$ cat src/rtl/serial_mod_pkg.sv
// Shared types and constants for the serial remainder tracker.
// The optional LSB-first build is selected with SERIAL_MOD_LSB_FIRST_EN.
package serial_mod_pkg;

  localparam int DIVISOR_MIN = 2;
  localparam int DIVISOR_MAX = 255;

  typedef enum logic {
    IDLE   = 1'b0,
    ACTIVE = 1'b1
  } state_t;

  // Smallest width able to hold every remainder 0..divisor-1.
  function automatic int rem_width(input int divisor);
    int w;
    w = 0;
    while ((1 << w) < divisor) w++;
    return w;
  endfunction

endpackage

$ cat src/rtl/serial_mod_step.sv
// One "add then conditional subtract" modular step: sum = (a + b + cin) mod DIVISOR.
// Valid whenever a, b < DIVISOR, so the raw sum is always below 2*DIVISOR.
module serial_mod_step #(
  parameter  int DIVISOR = 5,
  localparam int REM_W   = $clog2(DIVISOR)
) (
  input  logic [REM_W-1:0] a,
  input  logic [REM_W-1:0] b,
  input  logic             cin,
  output logic [REM_W-1:0] sum
);

  localparam logic [REM_W:0] DIV_EXT = (REM_W+1)'(DIVISOR);

  logic [REM_W:0] t;

  // NOTE: every always_comb output gets a value on every path, so no latch can be inferred.
  always_comb begin
    t   = {1'b0, a} + {1'b0, b} + {{REM_W{1'b0}}, cin};
    sum = (t >= DIV_EXT) ? REM_W'(t - DIV_EXT) : t[REM_W-1:0];
  end

endmodule

$ cat src/rtl/serial_mod_detector.sv
// Serial remainder tracker: running value of a framed bit stream mod DIVISOR.
// Define SERIAL_MOD_LSB_FIRST_EN for LSB-first streams (adds a weight register).
module serial_mod_detector
  import serial_mod_pkg::*;
#(
  parameter  int DIVISOR = 5,
  parameter  int CNT_W   = 8,
  localparam int REM_W   = $clog2(DIVISOR)
) (
  input  logic             clk,
  input  logic             rst_n,
  input  logic             in_valid,
  input  logic             in_bit,
  input  logic             in_sof,
  input  logic             in_clear,
  output logic             out_valid,
  output logic [REM_W-1:0] remainder,
  output logic             is_divisible,
  output logic [CNT_W-1:0] bit_cnt
);

  if (DIVISOR < DIVISOR_MIN || DIVISOR > DIVISOR_MAX) begin : g_bad_divisor
    $error("serial_mod_detector: DIVISOR %0d out of legal range", DIVISOR);
  end
  if (rem_width(DIVISOR) != REM_W) begin : g_bad_rem_w
    $error("serial_mod_detector: REM_W %0d inconsistent with DIVISOR", REM_W);
  end

  state_t           state;
  logic             frame_start;
  logic [REM_W-1:0] rem_base;
  logic [REM_W-1:0] rem_next;
  logic [CNT_W-1:0] cnt_next;

  // A bit arriving in IDLE, or flagged sof, starts a fresh frame from remainder 0.
  assign frame_start = (state == IDLE) || in_sof;
  assign rem_base    = frame_start ? '0 : remainder;
  assign cnt_next    = frame_start  ? CNT_W'(1) :
                       (&bit_cnt)   ? bit_cnt   : bit_cnt + CNT_W'(1);

`ifdef SERIAL_MOD_LSB_FIRST_EN
  localparam logic [REM_W-1:0] W_ONE = REM_W'(1);

  logic [REM_W-1:0] weight;
  logic [REM_W-1:0] w_base;
  logic [REM_W-1:0] w_next;
  logic [REM_W-1:0] addend;

  // weight holds 2^k mod DIVISOR for the bit position about to arrive.
  assign w_base = frame_start ? W_ONE : weight;
  assign addend = in_bit ? w_base : '0;

  serial_mod_step #(.DIVISOR(DIVISOR)) u_rem_step (
    .a   (rem_base),
    .b   (addend),
    .cin (1'b0),
    .sum (rem_next)
  );

  serial_mod_step #(.DIVISOR(DIVISOR)) u_wgt_step (
    .a   (w_base),
    .b   (w_base),
    .cin (1'b0),
    .sum (w_next)
  );

  always_ff @(posedge clk) begin
    if (!rst_n || in_clear) weight <= W_ONE;
    else if (in_valid)      weight <= w_next;
  end
`else
  // MSB-first: next = (2*r + bit) mod DIVISOR.
  serial_mod_step #(.DIVISOR(DIVISOR)) u_rem_step (
    .a   (rem_base),
    .b   (rem_base),
    .cin (in_bit),
    .sum (rem_next)
  );
`endif

  // NOTE: sequential state uses non-blocking assignments so all registers update from pre-edge values.
  always_ff @(posedge clk) begin
    if (!rst_n) begin
      state        <= IDLE;
      out_valid    <= 1'b0;
      remainder    <= '0;
      is_divisible <= 1'b0;
      bit_cnt      <= '0;
    end else if (in_clear) begin
      state        <= IDLE;
      out_valid    <= 1'b0;
      remainder    <= '0;
      is_divisible <= 1'b0;
      bit_cnt      <= '0;
    end else if (in_valid) begin
      state        <= ACTIVE;
      out_valid    <= 1'b1;
      remainder    <= rem_next;
      is_divisible <= (rem_next == '0);
      bit_cnt      <= cnt_next;
    end else begin
      out_valid    <= 1'b0;
    end
  end

endmodule

$ cat config.mk
export PLATFORM = sky130hd
export DESIGN_NAME = serial_mod_detector
export DESIGN_NICKNAME = d
export VERILOG_FILES = /design/src/rtl/serial_mod_pkg.sv /design/src/rtl/serial_mod_step.sv /design/src/rtl/serial_mod_detector.sv
export SDC_FILE = /design/constraint.sdc
export NUM_CORES = 1
export LEC_CHECK = 0
export ABC_AREA = 1
export ABC_CLOCK_PERIOD_IN_PS = 9500
export CAP_MARGIN = 10
export CORE_MARGIN = 2
export CORE_UTILIZATION = 40
export CTS_CLUSTER_SIZE = 40
export DETAILED_ROUTE_END_ITERATION = 8
export GPL_TIMING_DRIVEN = 0
export RECOVER_POWER = 100
export SKIP_LAST_GASP = 1
export SLEW_MARGIN = 20
export SYNTH_ARGS = -nofsm -noshare
export SYNTH_HDL_FRONTEND = slang
export SYNTH_HIERARCHICAL = 1
export SYNTH_SLANG_ARGS = --single-unit
$ cat constraint.sdc
create_clock -name clk -period 9.5 [get_ports clk]
set_clock_uncertainty 0.2 [all_clocks]
set_input_delay 1.9 -clock clk [delete_from_list [all_inputs] [get_ports clk]]
set_output_delay 1.9 -clock clk [all_outputs]
set_load 0.05 [all_outputs]
==> impl_metrics.json, run 1 <==
{
  "cts_setup_buffers": 0,
  "drtPass1Iterations": 4,
  "cts_tree": "done",
  "ios": 19,
  "ys_types": 23,
  "leakagePower_nw": 0.574,
  "gp_congestion": 0.803,
  "wl_per_cell_um": 9.91,
  "wl_um": 1960,
  "core_area_um2": 2410,
  "pwr-share-seq_pct": 49.3,
  "rsz0062_at_grt": "no",
  "initialDrtViolationCount": 14,
  "synth_top_area_cell": "dfxtp_1",
  "avgSynthCellArea_um2": 6.76,
  "gr-usage-all-layers_pct": 14.4,
  "via_count": 923,
  "path_clk_slew_ps": 90,
  "insertion_delay_ps": 290,
  "cp.required_ps": 9490,
  "antenna_left": 0,
  "intPower_mw": 0.0891,
  "diodes": 0,
  "crit_arrival_ps": 5330,
  "ys_seq_elements": 14,
  "clk_path_buf_depth": 2,
  "cts.sinks": 14,
  "post-route-period-util_pct": 56.3,
  "timing.fmax_mhz": 187,
  "async_reset_ff_share_pct": 0,
  "holdWs_ps": 257,
  "crit_slowest_cell": "fa_1",
  "grt_first_pass_wirelength_um": 3060,
  "crit_buf_inv": 3,
  "grt_max_degree": 11,
  "yosys.area.top_type_share_pct": 28.4,
  "core.rowCount": 18,
  "drv_cap": 0,
  "min_path_type": "register to register",
  "cts-root-buf": "clkbuf_4",
  "status": "complete, no violations",
  "initial_core_util_pct": 41.0,
  "synth-edff-count": 0,
  "ys.flop_type": "dfxtp_1",
  "final_nets": 182,
  "cts_htree_levels": 1,
  "cts_hold_buffers": 0,
  "drv_slew": 0,
  "maxSlewHeadroom_pct": 61.9,
  "critPathCaptureType": "register",
  "cp-start-kind": "primary input",
  "tightest_slew_ps": 570,
  "drive_above_1_share_pct": 11.9,
  "p_comb_share_pct": 13.6,
  "ys_warn_count": 6,
  "regArea_um2": 280,
  "io_buffers": 18,
  "crit_top_cell": "nand2_1",
  "multi_input_area_um2": 547,
  "swShare_pct": 27.2,
  "dieWidth_um": 53.7,
  "ys_seq_area_share_pct": 28.4,
  "criticalPathCategory": "primary input to register",
  "final-setup-viol-count": 0,
  "max_stage_delay_ps": 550,
  "setup_slack_ps": 4150,
  "hold_violations": 0,
  "grt_pass1_vias": 790,
  "synth_cells": 146,
  "die_h_um": 53.7,
  "cp_max_fo": 7,
  "switching_power_mw": 0.0333,
  "post_cts_resize_count": 0,
  "clockPowerShare_pct": 37.0,
  "syn_to_final_growth_pct": 22.6,
  "min_period_ps": 5350,
  "crit_chain": "dlygate4sd3_1, nor2_1, inv_1, nor2_1, inv_1, fa_1, fa_1, ha_1, nand2_1, nand3_1, nand2_2, nand2_1, nand2_1, o21ai_0, a21oi_1",
  "dp_hpwl_um": 1540,
  "vdd_drop_max_uv": 48.8,
  "drc_errors": 0,
  "yosys-top-cells-area": "dfxtp_1 28%, inv_1 11%, nand2_1 11%, ha_1 6.3%, nor2_1 5.7%",
  "synth_commonest_cells": "29 x inv_1, 29 x nand2_1, 15 x nor2_1",
  "syn_nets": 159,
  "overflow": 0,
  "syn_area_um2": 987,
  "fillers": 257,
  "path_delay_family": "adder cells",
  "post-place-ws_ps": 4290,
  "antenna_found_initial": 0,
  "tns_ps": 0,
  "dieArea_um2": 2880,
  "cts_inserted_buffers": 3,
  "viasPerCell": 4.66,
  "power.density_nw_per_um2": 101
}
==> layout make-up <==
cell class                 instances  area share, %
tap                               30           3.10
inverter                          33           10.2
sequential                        14           23.2
multi-input combinational         98           45.2
buffer                             1          0.414
clock buffer                       4           3.00
timing repair buffer              18           14.9
==> metrics by stage <==
stage	power, mW	std cells	area, um^2	util, %
6_report	0.122	198	1210	50.2
5_1_grt	0.127	198	1210	50.2
4_1_cts	0.126	198	1240	51.5
3_5_place_dp	0.0801	194	1200	50.0
3_3_place_gp	0.0798	194	1200	50.0
2_1_floorplan	0.0736	146	987	-
==> state kept, by name (all words and copies together), names as in the netlist <==
register	count
is_divisible	1
out_valid	1
remainder	3
state	1
bit_cnt	8
==> layout by cell type, fill, tap and decap left out, drive strengths merged <==
cell type	synthesis	layout
dlygate4sd3	0	15
clkdlybuf4s50	0	3
buf	1	1
inv	32	32
nand4	1	1
clkinv	1	1
nand3	13	13
clkbuf	0	4
nor3	1	1
a31oi	1	1
nor2	22	22
fa	2	2
ha	5	5
nand3b	1	1
a21oi	12	12
dfxtp	14	14
o21ai	5	5
nand2	35	35
==> cell families after synthesis <==
family                   after synthesis  synth area share, %
AND/OR/NAND/NOR                       73                 38.5
buffers and inverters                 34                 13.1
AO/OA/AOI/OAI                         18                 9.63
flip-flops                            14                 28.4
adder cells (fa/ha/maj)                7                 10.4
==> tightest hold or removal path, delay by kind of cell (launching register included) <==
kind,cells,cell delay (ps)
AOI/OAI and AO/OA,1,50
buffers and inverters,1,50
DFF,1,310
==> layer usage <==
metal	GRT usage (%)	vias to the layer above	part of all wire, %
li1	-	492	-
met1	15.4	407	47
met2	26.6	19	47
met3	1.67	5	3.0
met4	8.55	0	2.5
met5	0	-	0
==> power groups by stage <==
stage / clock network (mW) / registers (mW) / logic [mW]
2_1_floorplan: 0 / 0.0652 / 0.00838
3_3_place_gp: 0 / 0.0618 / 0.0180
3_5_place_dp: 0 / 0.0618 / 0.0182
4_1_cts: 0.0468 / 0.0605 / 0.0183
5_1_grt: 0.0485 / 0.0607 / 0.0182
6_report: 0.0453 / 0.0604 / 0.0167
==> worst paths after layout <==
kind / start / endpoint / slack [ps] / depth (start not counted)
max reg2reg: state / remainder[0] / 5950 / 15
min: state / state / 260 / 2
min reg2reg: state / state / 260 / 2
max: in_sof / remainder[0] / 4150 / 15
(Power assumes the default switching activity.)
==> run 2, diff against run 1 <==
- ABC_CLOCK_PERIOD_IN_PS: 9500 -> 5200
- clock period: 9.5 -> 5.2 ns (I/O delays scaled with it)
==> results of run 2 <==
The final DEF is identical to that of run 1. Status: complete, no violations.
Among the figures that moved: setup slack after placement 4290 ps -> 853 ps; setup slack after layout 4150 ps -> 714 ps; register-to-register setup slack 5950 ps -> 1650 ps; total power 0.122 mW -> 0.224 mW; worst IR drop on VDD 48.8 uV -> 89.2 uV
==> run 3, diff against run 2 <==
==> constraint.sdc (replaced) <==
create_clock -name clk -period 5.2 [get_ports clk]
set_clock_uncertainty 0.2 [all_clocks]
set_input_delay 0.52 -clock clk [delete_from_list [all_inputs] [get_ports clk]]
set_output_delay 0.52 -clock clk [all_outputs]
set_load 0.05 [all_outputs]
==> results of run 3 <==
The final DEF is identical to that of run 1. Status: complete, no violations.
Among the figures that moved: setup slack after placement 4290 ps -> 1370 ps; setup slack after layout 4150 ps -> 1230 ps; register-to-register setup slack 5950 ps -> 1650 ps; total power 0.122 mW -> 0.224 mW; worst IR drop on VDD 48.8 uV -> 89.2 uV
